### src/rtl/floo_clint_pkg.sv
// Shared definitions for the CLINT register block: address map, FSM states,
// register-bus request/response structs and the byte-strobe merge helper.
package floo_clint_pkg;

  localparam int unsigned RegAddrW = 32;

  localparam logic [31:0] MsipOffset     = 32'h0000_0000;
  localparam logic [31:0] MtimecmpOffset = 32'h0000_4000;
  localparam logic [31:0] MtimeLoOffset  = 32'h0000_BFF8;
  localparam logic [31:0] MtimeHiOffset  = 32'h0000_BFFC;

  typedef enum logic [0:0] {
    StIdle = 1'b0,
    StResp = 1'b1
  } clint_state_e;

  typedef struct packed {
    logic                write;
    logic [RegAddrW-1:0] addr;
    logic [31:0]         wdata;
    logic [3:0]          strb;
  } clint_req_t;

  typedef struct packed {
    logic [31:0] rdata;
    logic        error;
  } clint_rsp_t;

  function automatic logic [31:0] strb_merge(input logic [31:0] old_word,
                                             input logic [31:0] wdata,
                                             input logic [3:0]  strb);
    logic [31:0] res;
    res = old_word;
    for (int b = 0; b < 4; b++) begin
      if (strb[b]) res[8*b +: 8] = wdata[8*b +: 8];
    end
    return res;
  endfunction

endpackage

### src/rtl/floo_clint_timer.sv
// 64-bit mtime timebase, per-hart mtimecmp registers and registered mtip
// comparators. Only instantiated when FLOO_CLINT_MTIME_EN is defined.
module floo_clint_timer
  import floo_clint_pkg::*;
#(
  parameter int unsigned NumCores = 9,
  parameter int unsigned IdxW     = 4
) (
  input  logic                clk_i,
  input  logic                rst_i,
  input  logic                tick_i,
  input  logic                cmp_we_i,
  input  logic                mtime_we_i,
  input  logic                cmp_sel_i,
  input  logic                hi_i,
  input  logic [IdxW-1:0]     idx_i,
  input  logic [31:0]         wdata_i,
  input  logic [3:0]          strb_i,
  output logic [31:0]         rdata_o,
  output logic [NumCores-1:0] mtip_o
);

  logic [63:0]               mtime_q, mtime_d;
  logic [NumCores-1:0][63:0] cmp_q, cmp_d;
  logic [NumCores-1:0]       mtip_q, mtip_d;

  // A bus write to either mtime word takes priority and suppresses the tick.
  always_comb begin
    mtime_d = mtime_q;
    if (mtime_we_i) begin
      if (hi_i) mtime_d[63:32] = strb_merge(mtime_q[63:32], wdata_i, strb_i);
      else      mtime_d[31:0]  = strb_merge(mtime_q[31:0], wdata_i, strb_i);
    end else if (tick_i) begin
      mtime_d = mtime_q + 64'd1;
    end
  end

  always_comb begin
    cmp_d = cmp_q;
    if (cmp_we_i) begin
      if (hi_i) cmp_d[idx_i][63:32] = strb_merge(cmp_q[idx_i][63:32], wdata_i, strb_i);
      else      cmp_d[idx_i][31:0]  = strb_merge(cmp_q[idx_i][31:0], wdata_i, strb_i);
    end
  end

  always_comb begin
    mtip_d = '0;
    for (int i = 0; i < NumCores; i++) mtip_d[i] = (mtime_q >= cmp_q[i]);
  end

  always_ff @(posedge clk_i or posedge rst_i) begin
    if (rst_i) begin
      mtime_q <= '0;
      cmp_q   <= '1;
      mtip_q  <= '0;
    end else begin
      mtime_q <= mtime_d;
      cmp_q   <= cmp_d;
      mtip_q  <= mtip_d;
    end
  end

  always_comb begin
    if (cmp_sel_i) rdata_o = hi_i ? cmp_q[idx_i][63:32] : cmp_q[idx_i][31:0];
    else           rdata_o = hi_i ? mtime_q[63:32] : mtime_q[31:0];
  end

  assign mtip_o = mtip_q;

endmodule

### src/rtl/floo_clint_ctrl.sv
// CLINT register-bus front end: two-state request/response FSM, msip registers
// and address decode. Timer support is enabled by defining FLOO_CLINT_MTIME_EN.
module floo_clint_ctrl
  import floo_clint_pkg::*;
#(
  parameter int unsigned NumCores  = 9,
  parameter int unsigned AddrWidth = 16,
  parameter int unsigned DataWidth = 32
) (
  input  logic                 clk_i,
  input  logic                 rst_i,
  input  logic                 req_valid_i,
  output logic                 req_ready_o,
  input  logic                 req_write_i,
  input  logic [AddrWidth-1:0] req_addr_i,
  input  logic [31:0]          req_wdata_i,
  input  logic [3:0]           req_strb_i,
  output logic                 rsp_valid_o,
  input  logic                 rsp_ready_i,
  output logic [31:0]          rsp_rdata_o,
  output logic                 rsp_error_o,
  input  logic                 rtc_tick_i,
  output logic [NumCores-1:0]  msip_o,
  output logic [NumCores-1:0]  mtip_o
);

  localparam int unsigned IdxW = (NumCores > 1) ? $clog2(NumCores) : 1;

  if (DataWidth != 32) begin : g_bad_dw
    $error("floo_clint_ctrl supports DataWidth = 32 only");
  end

  clint_state_e        state_q, state_d;
  clint_req_t          req;
  clint_rsp_t          rsp_d, rsp_q;
  logic [NumCores-1:0] msip_q, msip_d;
  logic [NumCores-1:0] mtip;
  logic [IdxW-1:0]     msip_idx;
  logic [31:0]         timer_rdata;
  logic                accept, aligned, msip_hit, cmp_hit, mtime_hit;

  assign req = '{write: req_write_i, addr: RegAddrW'(req_addr_i),
                 wdata: req_wdata_i, strb: req_strb_i};

  assign req_ready_o = (state_q == StIdle);
  assign rsp_valid_o = (state_q == StResp);
  assign accept      = req_ready_o && req_valid_i;

  assign aligned  = (req.addr[1:0] == 2'b00);
  assign msip_hit = aligned && (req.addr < MsipOffset + 32'(4 * NumCores));
  assign msip_idx = IdxW'((req.addr - MsipOffset) >> 2);

`ifdef FLOO_CLINT_MTIME_EN
  logic [31:0]     cmp_off;
  logic [IdxW-1:0] cmp_idx;

  assign cmp_off   = req.addr - MtimecmpOffset;
  assign cmp_idx   = IdxW'(cmp_off >> 3);
  assign cmp_hit   = aligned && (req.addr >= MtimecmpOffset) &&
                     (req.addr < MtimecmpOffset + 32'(8 * NumCores));
  assign mtime_hit = aligned && ((req.addr == MtimeLoOffset) || (req.addr == MtimeHiOffset));

  floo_clint_timer #(
    .NumCores (NumCores),
    .IdxW     (IdxW)
  ) u_timer (
    .clk_i      (clk_i),
    .rst_i      (rst_i),
    .tick_i     (rtc_tick_i),
    .cmp_we_i   (accept && req.write && cmp_hit),
    .mtime_we_i (accept && req.write && mtime_hit),
    .cmp_sel_i  (cmp_hit),
    .hi_i       (req.addr[2]),
    .idx_i      (cmp_idx),
    .wdata_i    (req.wdata),
    .strb_i     (req.strb),
    .rdata_o    (timer_rdata),
    .mtip_o     (mtip)
  );
`else
  // Without the timer the whole 0x4000-0xBFFF window decodes as unmapped.
  logic unused_timer;
  assign unused_timer = ^{rtc_tick_i, req.wdata[31:1], req.strb[3:1]};
  assign cmp_hit      = 1'b0;
  assign mtime_hit    = 1'b0;
  assign timer_rdata  = '0;
  assign mtip         = '0;
`endif

  always_comb begin
    state_d = state_q;
    case (state_q)
      StIdle:  if (req_valid_i) state_d = StResp;
      StResp:  if (rsp_ready_i) state_d = StIdle;
      default: state_d = StIdle;
    endcase
  end

  // Writes return rdata 0; errored accesses return 0 and touch nothing.
  always_comb begin
    rsp_d = '{rdata: '0, error: 1'b0};
    if (!(msip_hit || cmp_hit || mtime_hit)) begin
      rsp_d.error = 1'b1;
    end else if (!req.write) begin
      if (msip_hit) rsp_d.rdata = {31'b0, msip_q[msip_idx]};
      else          rsp_d.rdata = timer_rdata;
    end
  end

  always_comb begin
    msip_d = msip_q;
    if (accept && req.write && msip_hit && req.strb[0]) msip_d[msip_idx] = req.wdata[0];
  end

  always_ff @(posedge clk_i or posedge rst_i) begin
    if (rst_i) begin
      state_q <= StIdle;
      rsp_q   <= '0;
      msip_q  <= '0;
    end else begin
      state_q <= state_d;
      msip_q  <= msip_d;
      if (accept) rsp_q <= rsp_d;
    end
  end

  assign rsp_rdata_o = rsp_q.rdata;
  assign rsp_error_o = rsp_q.error;
  assign msip_o      = msip_q;
  assign mtip_o      = mtip;

endmodule

### config.mk
export PLATFORM = sky130hd
export DESIGN_NAME = floo_clint_ctrl
export DESIGN_NICKNAME = d
export VERILOG_FILES = /design/src/rtl/floo_clint_pkg.sv /design/src/rtl/floo_clint_timer.sv /design/src/rtl/floo_clint_ctrl.sv
export SDC_FILE = /design/constraint.sdc
export NUM_CORES = 1
export LEC_CHECK = 0
export BUFFER_PORTS_ARGS = -buffer_cell sky130_fd_sc_hd__buf_2
export CELL_PAD_IN_SITES_DETAIL_PLACEMENT = 0
export CELL_PAD_IN_SITES_GLOBAL_PLACEMENT = 1
export CORE_ASPECT_RATIO = 1.4
export CORE_MARGIN = 3
export CORE_UTILIZATION = 24
export CTS_BUF_LIST = sky130_fd_sc_hd__clkbuf_8
export DETAILED_ROUTE_END_ITERATION = 10
export PLACE_DENSITY_LB_ADDON = 0.1
export SLEW_MARGIN = 10
export SYNTH_ARGS = -nofsm -noshare
export SYNTH_HDL_FRONTEND = slang
export SYNTH_HIERARCHICAL = 1
export SYNTH_SLANG_ARGS = --single-unit
export TNS_END_PERCENT = 20
### constraint.sdc
create_clock -name clk_i -period 1.9 [get_ports clk_i]
set_clock_uncertainty 0.1 [all_clocks]
set_input_delay 0.095 -clock clk_i [delete_from_list [all_inputs] [get_ports clk_i]]
set_output_delay 0.095 -clock clk_i [all_outputs]
set_load 0.02 [all_outputs]
== Yosys cells after proc, flatten, opt, wreduce, memory -nomap -nowiden ==
Index checks and enable logic that the tools add are counted.

* Register bits: 43
* Latch bits: 0
* Memory bits (writable): 0
* ROM bits: 0
* Output and inout bits: 53
* Logic and storage cells: 26
* Memories kept: 0

* Add/subtract/negate cells: 0
* Multipliers: 0
* Div/mod/pow operators: 0
* $lt $le $gt $ge: 3
* Equal/unequal tests: 0
* Shift operators: 0
* Muxes and demuxes: 11
* Bitwise gates (word level): 1
* Reductions and logical operators: 7

{| class="wikitable"
|+ Operator list
! kind !! number
|-
| $lt 16x6->1 const B || 1
|-
| $bwmux 9 || 1
|-
| $mux 1 || 7
|-
| $logic_and 1x1->1 || 6
|-
| $lt 4x5->1 const B || 1
|-
| $bmux 1 s4 || 1
|-
| $demux 1 s4 || 1
|-
| $ge 4x1->1 const B || 1
|-
| $logic_not 2->1 || 1
|-
| $pmux 1 s2 || 1
|-
| $not 1->1 || 1
|}

== Logic depth before layout (Yosys ltp) ==
* Depth in word-level cells: 5
* Mapped depth: 6
* Mapped depth without buffers: 4

== Worst setup path after synthesis ==
OpenSTA, ideal clock, no wires.

* Kind: flip-flop to flip-flop
* Start: reg state_q, in the netlist rsp_valid_o
* End: reg msip_q[1], in the netlist msip_o[1]
* Library setup time: 0.125 ns
* Arrival: 1.526 ns
* Required time: 1.675 ns
* Setup slack: 0.149 ns
* Cell stages (with the launch flop): 6
* Path buffers: 1
* Clock period less this slack: 1.751 ns
* Path through: dfrtp_1 and2b_1 nand3_2 buf_6 nor4_2 mux2_2

* Cells in the longest elaborated chain, start to end: 5

{| class="wikitable"
|+ Ends and longest elaborated chain
! what !! line !! text
|-
| start, declared || floo_clint_ctrl.sv:33 || <nowiki>clint_state_e state_q, state_d;</nowiki>
|-
| start signal, assigned || floo_clint_ctrl.sv:117 || <nowiki>state_q <= StIdle;</nowiki>
|-
| start signal, assigned || floo_clint_ctrl.sv:121 || <nowiki>state_q <= state_d;</nowiki>
|-
| $not 1->1 || floo_clint_ctrl.sv:45 || <nowiki>assign req_ready_o = (state_q == StIdle);</nowiki>
|-
| $logic_and 1x1->1 || floo_clint_ctrl.sv:47 || <nowiki>assign accept = req_ready_o && req_valid_i;</nowiki>
|-
| $logic_and 1x1->1 (3 in series) || floo_clint_ctrl.sv:112 || <nowiki>if (accept && req.write && msip_hit && req.strb[0]) msip_d[msip_idx] = req.wdata[0];</nowiki>
|-
| end signal, assigned || floo_clint_ctrl.sv:122 || <nowiki>msip_q <= msip_d;</nowiki>
|-
| end, declared || floo_clint_ctrl.sv:36 || <nowiki>logic [NumCores-1:0] msip_q, msip_d;</nowiki>
|}

No other way between the ends.
A chain may end at the register's enable or synchronous reset.

== Worst setup path in the final report ==
* Start: reg state_q, in the netlist rsp_valid_o
* End: reg msip_q[3], in the netlist msip_o[3]

Same word-level chain as after synthesis.

==> results.cfg <==
[synthesis]
yosys-top-cells-count = buf_4, dfrtp_1, mux2_2
synth_edf_count = 0
yosysTopAreaCellShare_pct = 28.5
synth_area_leaders = buf_4, dfrtp_1, mux2_2
syn_avg_cell_area_sq_um = 10.0
ys_types = 29
ys_seq_area_share_pct = 28.5
yosysTopAreaCell = buf_4
yosysMostFrequentCell = buf_4
netlist_instances = 105
synth_area_sq_um = 1050
ys.flop_type = dfrtp_1
ys_async_sr_fraction_pct = 100
ys_warn_count = 6
ys_ff_latch = 12

[clock_tree]
cts-root-to-sink-buffers = 2
cts_setup_buffers = 0
clock-sinks = 12
cts.clk_slew.worst_paths_ns = 0.05
clock_latency_ns = 0.24
root_buffer = clkbuf_8
cts_tree = yes
cts_buffers = 3
h-tree-depth = 1

[global_routing]
grt_pass1_vias = 784
grt_use_total_pct = 8.78
grt_max_degree = 13
antenna_found_initial = 0
grt_pass1_wl_um = 3480
overflow = 0

[setup_path]
required_ns = 1.93
cp_max_fo = 11
start_kind = flop
timing.rr.start = rsp_valid_o$_DFF_PP0_
crit_type = flop to flop
cp.arrival_ns = 1.75
cp-end-kind = flop
critPathLaunch = rsp_valid_o$_DFF_PP0_

[min_path]
hold_start = req_write_i
hold_class = input pin to flop

[routing]
dr.pass1.iters = 4
drt_iter0_drc = 8
wl_per_cell_um = 11.2
vias_per_cell = 3.86
antenna_left = 0
wirelength_um = 2250
vias = 776
post-route-drc-count = 0

[cells_and_area]
seq_area_sq_um = 300
synthToLayoutAreaGrowth_pct = 14.8
multiInputGateArea_sq_um = 578
antenna_cells = 0
layout-drive-gt1-share_pct = 37.1
fill_cells = 436
layout.nets = 203
fin_area_sq_um = 1210

[placed_design]
placed_area_sq_um = 1130
dp_hpwl_um = 1910
gp_congestion = 0.710
io_buffers = 35

[floorplan]
core.rowCount = 27
die-area_sq_um = 5230
coreArea_sq_um = 4090
initial_core_util_pct = 25.8
die_h_um = 84.4
ios = 111
chipWidth_um = 62.0

[pwr]
internal-power_mw = 0.439
switching_power_mw = 0.219
pwr-share-comb_pct = 24.6
power_leakage_nw = 0.613
clkPwrFrac_pct = 35.7
ir_drop_v = 0.000312
p_seq_share_pct = 39.7
swShare_pct = 33.3
power_density_nw_per_um2 = 544

[outcome]
run_status = complete, no violations

[timing]
setup_viol = 0
min_period_over_period_pct = 90.5
fin_tns_setup_ns = 0
rsz0062_at_grt = no
period_minus_slack_ns = 1.72
hold_viol = 0
timing.fmax_mhz = 582
slew_viol_final = 0

[flow_run]
maxCapViolations = 0
[timing repair]
item	CTS	global route
endpoints found under the setup margin	0	2
hold buffers	2	0
hold endpoints to repair	13	0
resized for setup	0	2
[area by class of cell]
class,instances,area share (%)
inverter,2,0.620
clock buffer,3,3.41
multi-input combinational,87,47.8
sequential,12,24.8
timing repair buffer,39,17.4
tap,58,6.00
[power groups by stage]
stage	clock network [mW]	logic [mW]	registers, mW
after floorplan	0	0.169	0.269
after global placement	0	0.156	0.265
after detailed placement	0	0.156	0.266
after CTS	0.239	0.159	0.261
after global routing	0.250	0.180	0.261
final	0.235	0.162	0.261
[critical path, stage by stage (launching register included)]
cell     delay (ns)
dfrtp_1        0.38
and2b_1        0.27
nand3_4        0.16
nor4_2         0.32
mux2_2         0.36
[worst paths after layout]
kind                       slack (ns)  cells after the start                          to
max                              0.18                      4       msip_o[3]$_DFFE_PP0P_
min                               0.1                      3  rsp_rdata_o[0]$_DFFE_PP0P_
max reg2reg                      0.18                      4       msip_o[3]$_DFFE_PP0P_
min reg2reg                      0.41                      1     rsp_error_o$_DFFE_PP0P_
max in group asynchronous        1.08                      3       msip_o[8]$_DFFE_PP0P_
min in group asynchronous        0.30                      3       msip_o[5]$_DFFE_PP0P_
[state kept, by name, summed over array words and instances (netlist names)]
register	count
rsp_rdata_o	1
msip_o	9
rsp_error_o	1
rsp_valid_o	1
[layer usage]
metal	global-route usage [%]	share of wire (%)	vias up
met5	0	0	-
met4	4.63	2.1	0
met3	2.15	12	5
met2	14.7	50	50
met1	9.68	36	351
li1	-	-	370
[cells in the final DEF, fill, tap and decap left out, types with 2 or more instances in the layout]
cell and count:
mux2_2 7, buf_2 35, dfrtp_1 12, nor4_2 4, nor2_1 2, mux2_1 2, nand4_1 2, nand2b_1 5
inv_1 2, conb_1 40, nor4_1 5, clkbuf_8 3, nor3_1 3, buf_4 2, dlygate4sd3_1 2, mux4_1 2
nand2_1 2
[per-stage QoR]
stage                     util, %  cells  power [mW]  setup slack (ns)  hold slack [ns]
after detailed placement     27.8    196       0.422            0.0510           0.0442
after global placement       27.8    196       0.421            0.0615           0.0384
final                        29.6    201       0.658             0.181           0.0977
after CTS                    29.3    201       0.660            0.0417           0.0924
after global routing         29.6    201       0.691            0.0743            0.115
after floorplan                 -    144       0.438             0.149           -0.140
[kinds of logic after synthesis]
group | after synthesis | share of synthesized area [%]
buffers and inverters | 45 | 31.8
AND/OR/NAND/NOR | 30 | 19.0
flip-flops | 12 | 28.5
multiplexers | 11 | 14.6
AO/OA/AOI/OAI | 6 | 5.70
other | 1 | 0.356
Note: power is estimated with default switching activity, not from simulation.
